`src/rtl/ab_stim_gen.sv`:
```
// Stimulus generator for the "a |=> b" handshake: issues request/response pairs
// with fixed or LFSR-driven idle gaps and deliberately omits every Kth response.
module ab_stim_gen #(
  parameter int          CNT_W     = 8,
  parameter int          GAP_W     = 4,
  parameter logic [15:0] LFSR_SEED = 16'hACE1
) (
  input  logic             clk,
  input  logic             reset,
  input  logic             start,
  input  logic [CNT_W-1:0] num_txn,
  input  logic [CNT_W-1:0] err_every,
  input  logic             gap_mode,
  input  logic [GAP_W-1:0] gap_len,
  output logic             a,
  output logic             b,
  output logic             busy,
  output logic             done,
  output logic [CNT_W-1:0] txn_cnt,
  output logic [CNT_W-1:0] pass_cnt,
  output logic [CNT_W-1:0] fail_cnt
);

  typedef enum logic [2:0] {IDLE, GAP, REQ, RSP, DONE} state_t;

  localparam logic [CNT_W-1:0] CNT_ONE = CNT_W'(1);
  localparam logic [GAP_W-1:0] GAP_ONE = GAP_W'(1);

  state_t           state, nxt;
  logic [CNT_W-1:0] num_q, err_q, err_ctr;
  logic             mode_q;
  logic [GAP_W-1:0] glen_q, gap_ctr;
  logic             inject;
  logic [15:0]      lfsr;

  // In IDLE the live inputs stand in for the config registers, so the start
  // cycle sees the configuration it is about to latch.
  logic             cfg_mode;
  logic [GAP_W-1:0] cfg_len, gap_val;
  logic [CNT_W-1:0] err_k, ctr_cur, txn_base;

  always_comb begin
    cfg_mode = (state == IDLE) ? gap_mode  : mode_q;
    cfg_len  = (state == IDLE) ? gap_len   : glen_q;
    err_k    = (state == IDLE) ? err_every : err_q;
    ctr_cur  = (state == IDLE) ? err_every : err_ctr;
    txn_base = (state == IDLE) ? '0        : txn_cnt;
    gap_val  = cfg_mode ? (lfsr[GAP_W-1:0] & cfg_len) : cfg_len;
  end

  always_comb begin
    nxt = state;
    case (state)
      IDLE: if (start) begin
        if (num_txn == '0)       nxt = DONE;
        else if (gap_val != '0)  nxt = GAP;
        else                     nxt = REQ;
      end
      GAP:  if (gap_ctr == GAP_ONE) nxt = REQ;
      REQ:  nxt = RSP;
      RSP: begin
        if (txn_cnt == num_q)    nxt = DONE;
        else if (gap_val != '0)  nxt = GAP;
        else                     nxt = REQ;
      end
      DONE: nxt = IDLE;
      default: nxt = IDLE;
    endcase
  end

  assign a    = (state == REQ);
  assign b    = (state == RSP) && !inject;
  assign busy = (state != IDLE);
  assign done = (state == DONE);

  // Counters update on entry to REQ/RSP so pass+fail==txn everywhere but REQ.
  always_ff @(posedge clk) begin
    if (reset) begin
      state    <= IDLE;
      lfsr     <= LFSR_SEED;
      num_q    <= '0;
      err_q    <= '0;
      mode_q   <= 1'b0;
      glen_q   <= '0;
      err_ctr  <= '0;
      gap_ctr  <= '0;
      inject   <= 1'b0;
      txn_cnt  <= '0;
      pass_cnt <= '0;
      fail_cnt <= '0;
    end else begin
      state <= nxt;
      lfsr  <= {1'b0, lfsr[15:1]} ^ (lfsr[0] ? 16'hB400 : 16'h0000);
      if (state == IDLE && start) begin
        num_q    <= num_txn;
        err_q    <= err_every;
        mode_q   <= gap_mode;
        glen_q   <= gap_len;
        err_ctr  <= err_every;
        txn_cnt  <= '0;
        pass_cnt <= '0;
        fail_cnt <= '0;
      end
      if (nxt == GAP)
        gap_ctr <= (state == GAP) ? gap_ctr - GAP_ONE : gap_val;
      if (nxt == REQ) begin
        txn_cnt <= txn_base + CNT_ONE;
        inject  <= (err_k != '0) && (ctr_cur == CNT_ONE);
        err_ctr <= (ctr_cur <= CNT_ONE) ? err_k : ctr_cur - CNT_ONE;
      end
      if (state == REQ) begin
        if (inject) fail_cnt <= fail_cnt + CNT_ONE;
        else        pass_cnt <= pass_cnt + CNT_ONE;
      end
    end
  end

endmodule

```
`config.mk`:
```
export PLATFORM = sky130hd
export DESIGN_NAME = ab_stim_gen
export DESIGN_NICKNAME = d
export VERILOG_FILES = /design/src/rtl/ab_stim_gen.sv
export SDC_FILE = /design/constraint.sdc
export NUM_CORES = 1
export LEC_CHECK = 0
export ABC_AREA = 1
export ABC_CLOCK_PERIOD_IN_PS = 2300
export CORE_AREA = 10 10 98 100
export DETAILED_ROUTE_END_ITERATION = 7
export DIE_AREA = 0 0 108 110
export PLACE_DENSITY = 0.78
export SLEW_MARGIN = 40
export SYNTH_ARGS = -nofsm -noshare
export SYNTH_HDL_FRONTEND = slang
export SYNTH_SLANG_ARGS = --single-unit
```
`constraint.sdc`:
```
create_clock -name clk -period 2.3 [get_ports clk]
set_input_delay 0.46 -clock clk [delete_from_list [all_inputs] [get_ports clk]]
set_output_delay 0.46 -clock clk [all_outputs]
set_load 0.02 [all_outputs]
```
# Word level (Yosys, flattened, before mapping)
# Index checks and enable logic that the tools add are counted.
# word_totals
register_bits,77
latchBits,0
mem_bits_rw,0
romBits,0
elab_cells,64
memories,0
# op_classes
n_addsub,5
multipliers,0
n_div,0
n_lt_le_gt_ge,1
n_eq_ne,9
n_shift,0
muxes,25
bitwise_logic,2
reduce_logical,10
# op_table
cell,count
two-way mux 8 bit,14
"adder 8 x 1 -> 8 bit, second input constant",3
two-way mux 16 bit,1
bitwise XOR 15 x 16 -> 16 bit,1
two-way mux 3 bit,4
two-way mux 4 bit,3
one-hot mux 3 bit (4 select lines),1
"== test 3 x 2 -> 1 bit, second input constant",3
"== test 8 x 1 -> 1 bit, second input constant",1
== test 8 bit,1
"less-or-equal comparator 8 x 1 -> 1 bit, second input constant",1
zero test 8 bit,1
nonzero test 8 bit,1
"subtractor 8 x 1 -> 8 bit, second input constant",1
"== test 3 x 1 -> 1 bit, second input constant",2
bitwise AND 4 bit,1
"== test 4 x 1 -> 1 bit, second input constant",1
nonzero test 4 bit,1
"subtractor 4 x 1 -> 4 bit, second input constant",1
"== test 3 bit, second input constant",1
logical AND 1 bit,3
zero test 3 bit,1
nonzero test 3 bit,1
two-way mux 2 bit,1
other kinds (3),3

# Longest topological paths before layout
# Gate-level depths: netlist of run 1.
# depth
depth_word,11
depth_mapped,19
depth_no_buf,18

# Least setup slack after synthesis of run 1
# OpenSTA, ideal clock, no wires.
# synth_path
path_kind,reg-to-reg
start,register state[1]
end,register fail_cnt[6]
arrival_time_ns,1.965
t_required_ns,2.205
slack_ns,0.239
path_stages_with_launch,9
path_buffers,0
path_cell_list,dfxtp_1 > inv_1 > nor3_1 > nand2_1 > inv_1 > nand2_1 > inv_1 > nand2_1 > a221oi_1
# synth_via
word_cells_on_any_way,6
cone_classes,eq/ne (1); mux (3); reduce/logical (2)
# synth_lines
item,line_no,text
"start, declared",29,"state_t state, nxt;"
"start signal, assigned",92,state <= nxt;
== test 3 x 2 -> 1 bit,n/a,
net a,15,"output logic a,"
two-way mux 8 bit,111,if (state == REQ) begin
"end signal, assigned",112,if (inject) fail_cnt <= fail_cnt + CNT_ONE;
"end, declared",21,output logic [CNT_W-1:0] fail_cnt
# The timed path passes the listed nets, and every way through them passes these cells.
# A chain may end at the register's enable or synchronous reset.

# Worst setup path in the final report of run 1
# layout_path
start,register state[2]
end,output done
# layout_via
elab_chain_cells,1
# layout_lines
item,line_no,text
== test 3 bit,74,assign done = (state == DONE);
"end, declared",18,"output logic done,"
# Every way passes these cells.

==> results of run 1 <==
==> through the flow <==
step | worst slack [ps] | instances | instance area [µm²] | util | total power, W
2_1_floorplan | 239.4 | 636 | 4217 | - | 0.003960
3_3_place_gp | -26.92 | 787 | 4906 | 0.6415 | 0.004774
3_5_place_dp | -124.5 | 787 | 4906 | 0.6415 | 0.004847
4_1_cts | 16.26 | 803 | 5130 | 0.6708 | 0.006013
5_1_grt | -9.747 | 803 | 5160 | 0.6747 | 0.006571
6_report | 115.7 | 803 | 5160 | 0.6747 | 0.006095
==> layout make-up <==
class	count	area, µm²
Multi-Input combinational cell	452	2243
Timing Repair Buffer	71	698.2
Clock inverter	7	103.9
Fill cell	667	2487
Inverter	85	319.1
Tap cell	102	127.6
Clock buffer	9	123.9
Sequential cell	77	1544
==> registers in the layout, summed over array words and instances (netlist names) <==
register and cells:
lfsr 16, err_ctr 8, err_q 8, fail_cnt 8, num_q 8, pass_cnt 8, txn_cnt 8, gap_ctr 4
glen_q 4, state 3, inject 1, mode_q 1
==> worst paths after layout <==
kind         depth (start not counted)         end  slack, ps     start
max                                  2        done        120  state[2]
max reg2reg                         14  err_ctr[6]        150  state[2]
min                                  2     lfsr[8]        410   lfsr[9]
min reg2reg                          2     lfsr[8]        410   lfsr[9]
==> cells in the mapped netlist (7+ instances only) <==
cell                       number
sky130_fd_sc_hd__a21oi_1       47
sky130_fd_sc_hd__a31oi_1        7
sky130_fd_sc_hd__clkbuf_1      13
sky130_fd_sc_hd__nor2_1        48
sky130_fd_sc_hd__inv_1         80
sky130_fd_sc_hd__nand2_2        8
sky130_fd_sc_hd__nor3_1        15
sky130_fd_sc_hd__o21ai_0       31
sky130_fd_sc_hd__nand3_1       52
sky130_fd_sc_hd__ha_1           7
sky130_fd_sc_hd__nand2_1      186
sky130_fd_sc_hd__nand4_1       10
sky130_fd_sc_hd__dfxtp_1       77
==> power breakdown <==
part | internal [W] | switching, W
clock | 0.000628 | 0.000552
sequential | 0.00157 | 0.000143
combinational | 0.00116 | 0.00205
==> tightest hold or removal path, delay by kind of cell (launching register included) <==
kind | cells | cell delay, ps
buf+inv | 1 | 40
flops | 1 | 300
simple gates | 1 | 30
==> logic make-up after synthesis <==
| group | count (synthesis) | synth area share |
|---|---|---|
| compound gates | 98 | 0.1285 |
| fa+ha+maj | 7 | 0.02077 |
| simple gates | 342 | 0.3668 |
| flops | 77 | 0.3656 |
| buf+inv | 107 | 0.1080 |
| xor+xnor | 5 | 0.01039 |
==> what timing repair did <==
action / CTS / global route
gates resized for setup: 3 / 8
setup endpoints to repair: 3 / 10
pin swaps: 0 / 1
==> per-layer routing <==
layer	wire, µm	up-vias	track usage
met5	0	-	0
met4	299	0	0.09256
met3	733	31	0.04237
met2	5342	134	0.3246
met1	4738	1891	0.2328
li1	-	2159	-
==> impl_metrics.env, run 1 <==
export IMPL_layout_commonest_cell="sky130_fd_sc_hd__nand2_1"
export IMPL_startpoint_type="flop"
export IMPL_num_antenna_cells=0
export IMPL_critical_path_endpoint_type="output port"
export IMPL_synth_async_reset_ratio=0
export IMPL_die_y_um=110
export IMPL_grt_pass1_wl_um=18780
export IMPL_power_density_nw_per_um2=1181
export IMPL_cp_max_fo=5
export IMPL_relSlewSlack=0.6532
export IMPL_hold_path_class="flop to flop"
export IMPL_synthCells=636
export IMPL_unrepaired_setup_endpoints_after_global_routing="yes"
export IMPL_cts_root_buf="sky130_fd_sc_hd__clkbuf_8"
export IMPL_final_period_utilization=0.9497
export IMPL_die_area_um2=11880
export IMPL_drv_slew=0
export IMPL_timing_critical_path_cells="nor3b_1 > clkdlybuf4s50_1"
export IMPL_worst_setup_path_type="flop to output port"
export IMPL_tritoncts="done"
export IMPL_synth_top_cells_by_area="sky130_fd_sc_hd__dfxtp_1 37%, sky130_fd_sc_hd__nand2_1 17%, sky130_fd_sc_hd__inv_1 7.1%"
export IMPL_fin_hold_ws_ps=407.8
export IMPL_synth_cell_area_um2=4217
export IMPL_rows=32
export IMPL_max_slew_worst_pin_slew_ps=520.2
export IMPL_grt_start_max_net_pins=54
export IMPL_synth_net_count=667
export IMPL_final_nets=727
export IMPL_cts_htree_levels=3
export IMPL_number_of_optimization_iterations_in_the_first_detailed_route_pass=5
export IMPL_die_width_um=108
export IMPL_numClockSinks=77
export IMPL_layout_area_overhead_vs_synth_pct=22.37
export IMPL_synth_avg_cell_area_um2=6.630
export IMPL_synthDistinctLibCells=38
export IMPL_drt_first_iter_violations=235
export IMPL_yosysSeqAreaShare=0.3656
export IMPL_crit_path_top_delay_cell="sky130_fd_sc_hd__clkdlybuf4s50_1"
export IMPL_vias_per_cell=5.249
export IMPL_route_detailed_wl_per_inst_um=13.84
export IMPL_required_ps=1840
export IMPL_yosysWarnings=0
export IMPL_cts_hold_repair_buffers=0
export IMPL_postRouteWirelength_um=11110
export IMPL_final_min_clock_period_ps=2184
export IMPL_worst_path_largest_cell_delay_ps=670
export IMPL_synthFlopType="sky130_fd_sc_hd__dfxtp_1"
export IMPL_layout_common_cells="185 x sky130_fd_sc_hd__nand2_1, 80 x sky130_fd_sc_hd__inv_1, 75 x sky130_fd_sc_hd__dfxtp_1"
export IMPL_cts_root_to_sink_buffers=2
export IMPL_worst_endpoint_arrival_ps=1720
export IMPL_drive_above_1_share=0.1056
export IMPL_run_status="complete, no violations"
export IMPL_grtUsageTotal=0.1941
export IMPL_clk_pin_slew_ps=90
export IMPL_final_setup_tns_ps=0
export IMPL_floorplan_io_pins=52
export IMPL_number_of_global_route_vias_before_repair=4085
export IMPL_cp_buffers_inverters=1
export IMPL_overflow=0
export IMPL_antenna_violations_before_repair=0
export IMPL_worst_path_top_cell_family_by_delay="buffers and inverters"
export IMPL_max_clock_freq_ghz=0.4578
export IMPL_vdd_ir_drop_max_v=0.0005655
export IMPL_clock_skew_ps=12.06
export IMPL_core_region_area_um2=7647
export IMPL_synth_area_leader_cell="sky130_fd_sc_hd__dfxtp_1"
export IMPL_initial_utilization=0.5514
export IMPL_max_cap_violations=0
export IMPL_postCtsSetupRepairBufs=0
export IMPL_flop_and_latch_count_out_of_synthesis=77
export IMPL_hpwl_um=8047
export IMPL_drcViolationCount=0
export IMPL_number_of_synthesized_flops_with_an_enable_pin=0
export IMPL_final_hold_viol_count=0
export IMPL_setup_viol_count_final=0
export IMPL_port_buffers=51
export IMPL_finalWeightedCongestion=0.9147
export IMPL_clk_insertion_delay_late_ps=360
export IMPL_synth_top_area_frac=0.3656
export IMPL_route_vias_total=4215
export IMPL_final_antenna_net_count=0
export IMPL_cts_buffers_inserted=9
export IMPL_p_leak_nw=2.230
Power figures use the tool's default switching activity.
==> run 2, diff against run 1 <==
PLACE_DENSITY = 0.76   (was 0.78)
TNS_END_PERCENT = 5   (was not set)
==> run 2 against run 1 <==
First-iteration DRC count down 26%. Design area is 0.51% lower. Sequential share of layout area grew 0.23 points. Critical path depth rose by 1. Wire length shrank 2.4%. Die area is the same. Non-clock buffer count down 1. Utilization shrank 0.34 points. Sequential power about the same. Fmax shrank 1.0%. Highest routed layer unchanged. Largest cell class unchanged. Sequential cell count did not move. Clock power about the same.
==> impl_metrics.env, run 2 (synthesis results as in run 1) <==
export IMPL_vdd_ir_drop_max_v=0.0005055
export IMPL_whs_path_depth=2
export IMPL_drive_above_1_share=0.1057
export IMPL_core_region_area_um2=7647
export IMPL_initial_utilization=0.5514
export IMPL_hold_path_class="flop to flop"
export IMPL_worst_r2r_setup_slack_ps=170
export IMPL_startpoint_type="flop"
export IMPL_crit_path_top_delay_cell="sky130_fd_sc_hd__clkdlybuf4s50_1"
export IMPL_overflow=0
export IMPL_power_density_nw_per_um2=1159
export IMPL_max_cap_violations=0
export IMPL_post_route_util=0.6713
export IMPL_cts_buffers_inserted=9
export IMPL_relSlewSlack=0.6638
export IMPL_numClockSinks=77
export IMPL_drcViolationCount=0
export IMPL_required_ps=1840
export IMPL_run_status="complete, no violations"
export IMPL_met2_usage=0.3164
export IMPL_final_nets=726
export IMPL_cts_htree_levels=3
export IMPL_cts_hold_repair_buffers=0
export IMPL_drv_slew=0
export IMPL_grt_most_used_layer="met2"
export IMPL_worst_path_largest_cell_delay_ps=680
export IMPL_worst_setup_path_type="flop to output port"
export IMPL_finish_instance_area_um2=5134
export IMPL_grtUsageTotal=0.1908
export IMPL_final_min_clock_period_ps=2207
export IMPL_final_period_utilization=0.9598
export IMPL_critical_path_endpoint_type="output port"
export IMPL_place_area_um2=4866
export IMPL_grt_start_max_net_pins=48
export IMPL_floorplan_io_pins=52
export IMPL_number_of_optimization_iterations_in_the_first_detailed_route_pass=5
export IMPL_setup_viol_count_final=0
export IMPL_max_slew_worst_pin_slew_ps=504.3
export IMPL_finalWeightedCongestion=0.9010
export IMPL_met1_resource_use_gr=0.2274
export IMPL_postRouteWirelength_um=10850
export IMPL_clk_insertion_delay_late_ps=350
export IMPL_die_area_um2=11880
export IMPL_grt_util_met3=0.04585
export IMPL_tritoncts="done"
export IMPL_die_y_um=110
export IMPL_clk_pin_slew_ps=80
export IMPL_grt_pass1_wl_um=18710
export IMPL_die_width_um=108
export IMPL_final_hold_viol_count=0
export IMPL_port_buffers=51
export IMPL_final_antenna_net_count=0
export IMPL_rows=32
export IMPL_largest_reg_flops=16
export IMPL_antenna_violations_before_repair=0
export IMPL_unrepaired_setup_endpoints_after_global_routing="yes"
export IMPL_cp_max_fo=3
export IMPL_clock_skew_ps=10.78
export IMPL_vias_per_cell=5.244
export IMPL_finalPower_w=0.005949
export IMPL_route_vias_total=4206
export IMPL_max_flop_register="lfsr"
export IMPL_layout_area_overhead_vs_synth_pct=21.75
export IMPL_drt_first_iter_violations=174
export IMPL_p_leak_nw=2.208
export IMPL_cts_root_to_sink_buffers=2
export IMPL_cts_root_buf="sky130_fd_sc_hd__clkbuf_8"
export IMPL_fillerInstances=679
export IMPL_timing_critical_path_cells="inv_1 > nor3_1 > clkdlybuf4s50_1"
export IMPL_route_detailed_wl_per_inst_um=13.53
export IMPL_worstRegToRegCells=15
export IMPL_layout_commonest_cell="sky130_fd_sc_hd__nand2_1"
export IMPL_num_antenna_cells=0
export IMPL_layout_common_cells="185 x sky130_fd_sc_hd__nand2_1, 80 x sky130_fd_sc_hd__inv_1, 74 x sky130_fd_sc_hd__dfxtp_1"
export IMPL_max_clock_freq_ghz=0.4530
export IMPL_worst_endpoint_arrival_ps=1750
export IMPL_hpwl_um=7919
export IMPL_number_of_global_route_vias_before_repair=4092
-- run 2: cell types whose count changed in the layout (fill, tap and decap cells not counted), sizes merged --
cell and delta:
clkinvlp +1, clkdlybuf4s50 +2, clkbuf +1, buf -1, clkinv +1, inv -3, dlygate4sd2 -2
-- run 2: worst max-delay path, delay by kind of cell (launching register included) --
kind          cells  cell delay, ps
flops             1             360
simple gates      1             280
buf+inv           2             750
-- run 2: report_power, final --
group / switching, W / internal [W] / leakage (nW)
Sequential: 0.000138 / 0.00157 / 0.633
Clock: 0.000536 / 0.000648 / 0.113
Combinational: 0.00197 / 0.00108 / 1.46
Total: 0.00265 / 0.00330 / 2.21
-- run 2: worst paths after layout --
check                    end  startpoint
hold reg to reg      lfsr[8]     lfsr[9]
hold / removal       lfsr[8]     lfsr[9]
setup reg to reg  err_ctr[7]    state[2]
setup / recovery           a    state[1]
-- run 2: final cells by class --
class / count / area (µm²) / share of cell area
Inverter: 85 / 324.1 / 0.06312
Multi-Input combinational cell: 452 / 2235 / 0.4353
Sequential cell: 77 / 1548 / 0.3015
Tap cell: 102 / 127.6 / 0.02486
Clock inverter: 6 / 93.84 / 0.01828
Clock buffer: 10 / 137.6 / 0.02681
Timing Repair Buffer: 70 / 668.1 / 0.1301
-- run 2: repair_timing --
| action | CTS | global route |
|---|---|---|
| resized for setup | 2 | 12 |
| pin swaps | 0 | 2 |
| endpoints found under the setup margin | 1 | 14 |
| buffers inserted | 0 | 1 |
| endpoints found under the hold margin | 0 | 0 |
-- run 2: metal layers --
metal	wire length, µm	part of all wire	vias to the layer above
li1	-	-	2163
met1	4705	0.43	1900
met2	5164	0.48	121
met3	741	0.068	22
met4	237	0.022	0
met5	0	0	-
-- run 2: per-stage QoR --
step	hold slack, ps	TNS, ps	setup WS (ps)	cells
finish	406.3	0	92.55	802
global route	419.9	-95.99	-46.24	802
CTS	405.0	0	26.13	801
detailed placement	397.6	-623.7	-88.16	785
global placement	392.1	-45.77	-13.63	785
floorplan	388.3	0	239.4	636
==> run 3, diff against run 2 <==
REMOVE_ABC_BUFFERS = 1   (was not set)
==> run 3 against run 2 <==
Design area is 0.19% higher. Critical path depth decreased by 1. Sequential share of layout area fell by 0.11 points. Critical endpoint is now done. Critical path type unchanged.
==> impl_metrics.env, run 3 (synthesis results as in run 1) <==
export IMPL_max_slew_worst_pin_slew_ps=524.2
export IMPL_route_vias_total=4298
export IMPL_hold_path_class="flop to flop"
export IMPL_route_detailed_wl_per_inst_um=14.17
export IMPL_place_ws_ps=-134.1
export IMPL_drv_slew=0
export IMPL_port_buffers=51
export IMPL_worst_endpoint_arrival_ps=1780
export IMPL_fillerInstances=718
export IMPL_clock_skew_ps=11.80
export IMPL_drt_first_iter_violations=240
export IMPL_required_ps=1840
export IMPL_initial_utilization=0.5514
export IMPL_worst_r2r_setup_slack_ps=120
export IMPL_startpoint_type="flop"
export IMPL_clk_pin_slew_ps=90
export IMPL_cts_root_buf="sky130_fd_sc_hd__clkbuf_8"
export IMPL_power_density_nw_per_um2=1164
export IMPL_postRouteWirelength_um=11390
export IMPL_vdd_ir_drop_max_v=0.0008682
export IMPL_drcViolationCount=0
export IMPL_layout_common_cells="186 x sky130_fd_sc_hd__nand2_1, 80 x sky130_fd_sc_hd__inv_1, 74 x sky130_fd_sc_hd__dfxtp_1"
export IMPL_grtUsageTotal=0.1931
export IMPL_met3_wirelength_um=766
export IMPL_max_flop_register="lfsr"
export IMPL_cts_root_to_sink_buffers=2
export IMPL_layout_area_overhead_vs_synth_pct=21.99
export IMPL_die_area_um2=11880
export IMPL_final_setup_tns_ps=0
export IMPL_grt_pass1_wl_um=18800
export IMPL_cts_htree_levels=3
export IMPL_num_antenna_cells=0
export IMPL_final_setup_worst_slack_ps=56.35
export IMPL_largest_reg_flops=16
export IMPL_die_width_um=108
export IMPL_vias_per_cell=5.346
export IMPL_p_leak_nw=2.216
export IMPL_antenna_violations_before_repair=0
export IMPL_switching_power_w=0.002746
export IMPL_run_status="complete, no violations"
export IMPL_overflow=0
export IMPL_unrepaired_setup_endpoints_after_global_routing="yes"
export IMPL_relSlewSlack=0.6505
export IMPL_final_min_clock_period_ps=2244
export IMPL_power_share_sequential=0.288
export IMPL_number_of_optimization_iterations_in_the_first_detailed_route_pass=5
export IMPL_final_nets=728
export IMPL_clk_insertion_delay_late_ps=350
export IMPL_postCtsSetupRepairBufs=0
export IMPL_power_report_internal_total_w=0.003240
export IMPL_die_y_um=110
export IMPL_max_clock_freq_ghz=0.4457
export IMPL_critical_path_endpoint_type="output port"
export IMPL_final_period_utilization=0.9755
export IMPL_final_hold_viol_count=0
export IMPL_rows=32
export IMPL_finalWeightedCongestion=0.8850
export IMPL_setup_viol_count_final=0
export IMPL_grt_start_max_net_pins=50
export IMPL_layout_commonest_cell="sky130_fd_sc_hd__nand2_1"
export IMPL_met2WireLength_um=5491
export IMPL_power_combinational_fraction=0.538
export IMPL_clockPowerShare=0.174
export IMPL_core_region_area_um2=7647
export IMPL_final_antenna_net_count=0
export IMPL_wirelength_met1_um=4988
export IMPL_number_of_global_route_vias_before_repair=4080
export IMPL_highest_routing_layer_actually_used="met4"
export IMPL_drive_above_1_share=0.1068
export IMPL_cts_buffers_inserted=9
export IMPL_floorplan_io_pins=52
export IMPL_tritoncts="done"
export IMPL_max_cap_violations=0
export IMPL_cp_max_fo=5
export IMPL_worst_setup_path_type="flop to output port"
export IMPL_swShare=0.4587
export IMPL_numClockSinks=77
export IMPL_hpwl_um=8276
run 3: what timing repair did:
action,CTS,global route
hold buffers,0,0
gates cloned,0,1
pin swaps,0,2
gates resized for setup,2,11
setup endpoints to repair,2,13
run 3: worst paths after layout:
kind	to	cells after the start	start
worst max-delay path	done	2	state[2]
worst min-delay path	lfsr[4]	2	lfsr[5]
worst max register to register	inject	10	state[1]
worst min register to register	lfsr[4]	2	lfsr[5]
run 3: metal layers:
metal | vias to the layer above | track usage
met3 | 11 | 0.03540
met5 | - | 0
met2 | 136 | 0.3332
met1 | 1988 | 0.2375
met4 | 0 | 0.06393
li1 | 2163 | -
run 3: layout make-up:
class / instances / area [µm²] / share of cell area
well taps: 102 / 127.6 / 0.02481
clock inverters: 5 / 60.06 / 0.01168
clock buffers: 11 / 141.4 / 0.02749
inverters: 85 / 321.6 / 0.06252
repair buffers: 71 / 686.9 / 0.1335
multi-input cells: 453 / 2261 / 0.4396
flip-flops and latches: 77 / 1545 / 0.3004
run 3: stage by stage:
step                      hold slack [ps]  power [W]    util  cells  area, µm²
after CTS                           413.0   0.005841  0.6659    803       5092
final                               409.2   0.005986  0.6726    804       5144
after global placement              392.9   0.004742  0.6399    787       4893
after detailed placement            400.0   0.004808  0.6399    787       4893
after floorplan                     388.3   0.003728       -    614       4080
after global routing                421.8   0.006472  0.6726    804       5144
run 3: power groups by stage:
stage                     Sequential (W)  Clock, W  Combinational [W]
after detailed placement         0.00174         0            0.00307
after global placement           0.00173         0            0.00301
after global routing             0.00175   0.00112            0.00360
after floorplan                  0.00173         0            0.00200
after CTS                        0.00172   0.00106            0.00306
final                            0.00172   0.00104            0.00322
run 3: worst max-delay path: stages (launching register included):
cell and delay (ps):
sky130_fd_sc_hd__dfxtp_2 390, sky130_fd_sc_hd__nor3b_1 360, sky130_fd_sc_hd__clkdlybuf4s50_1 680
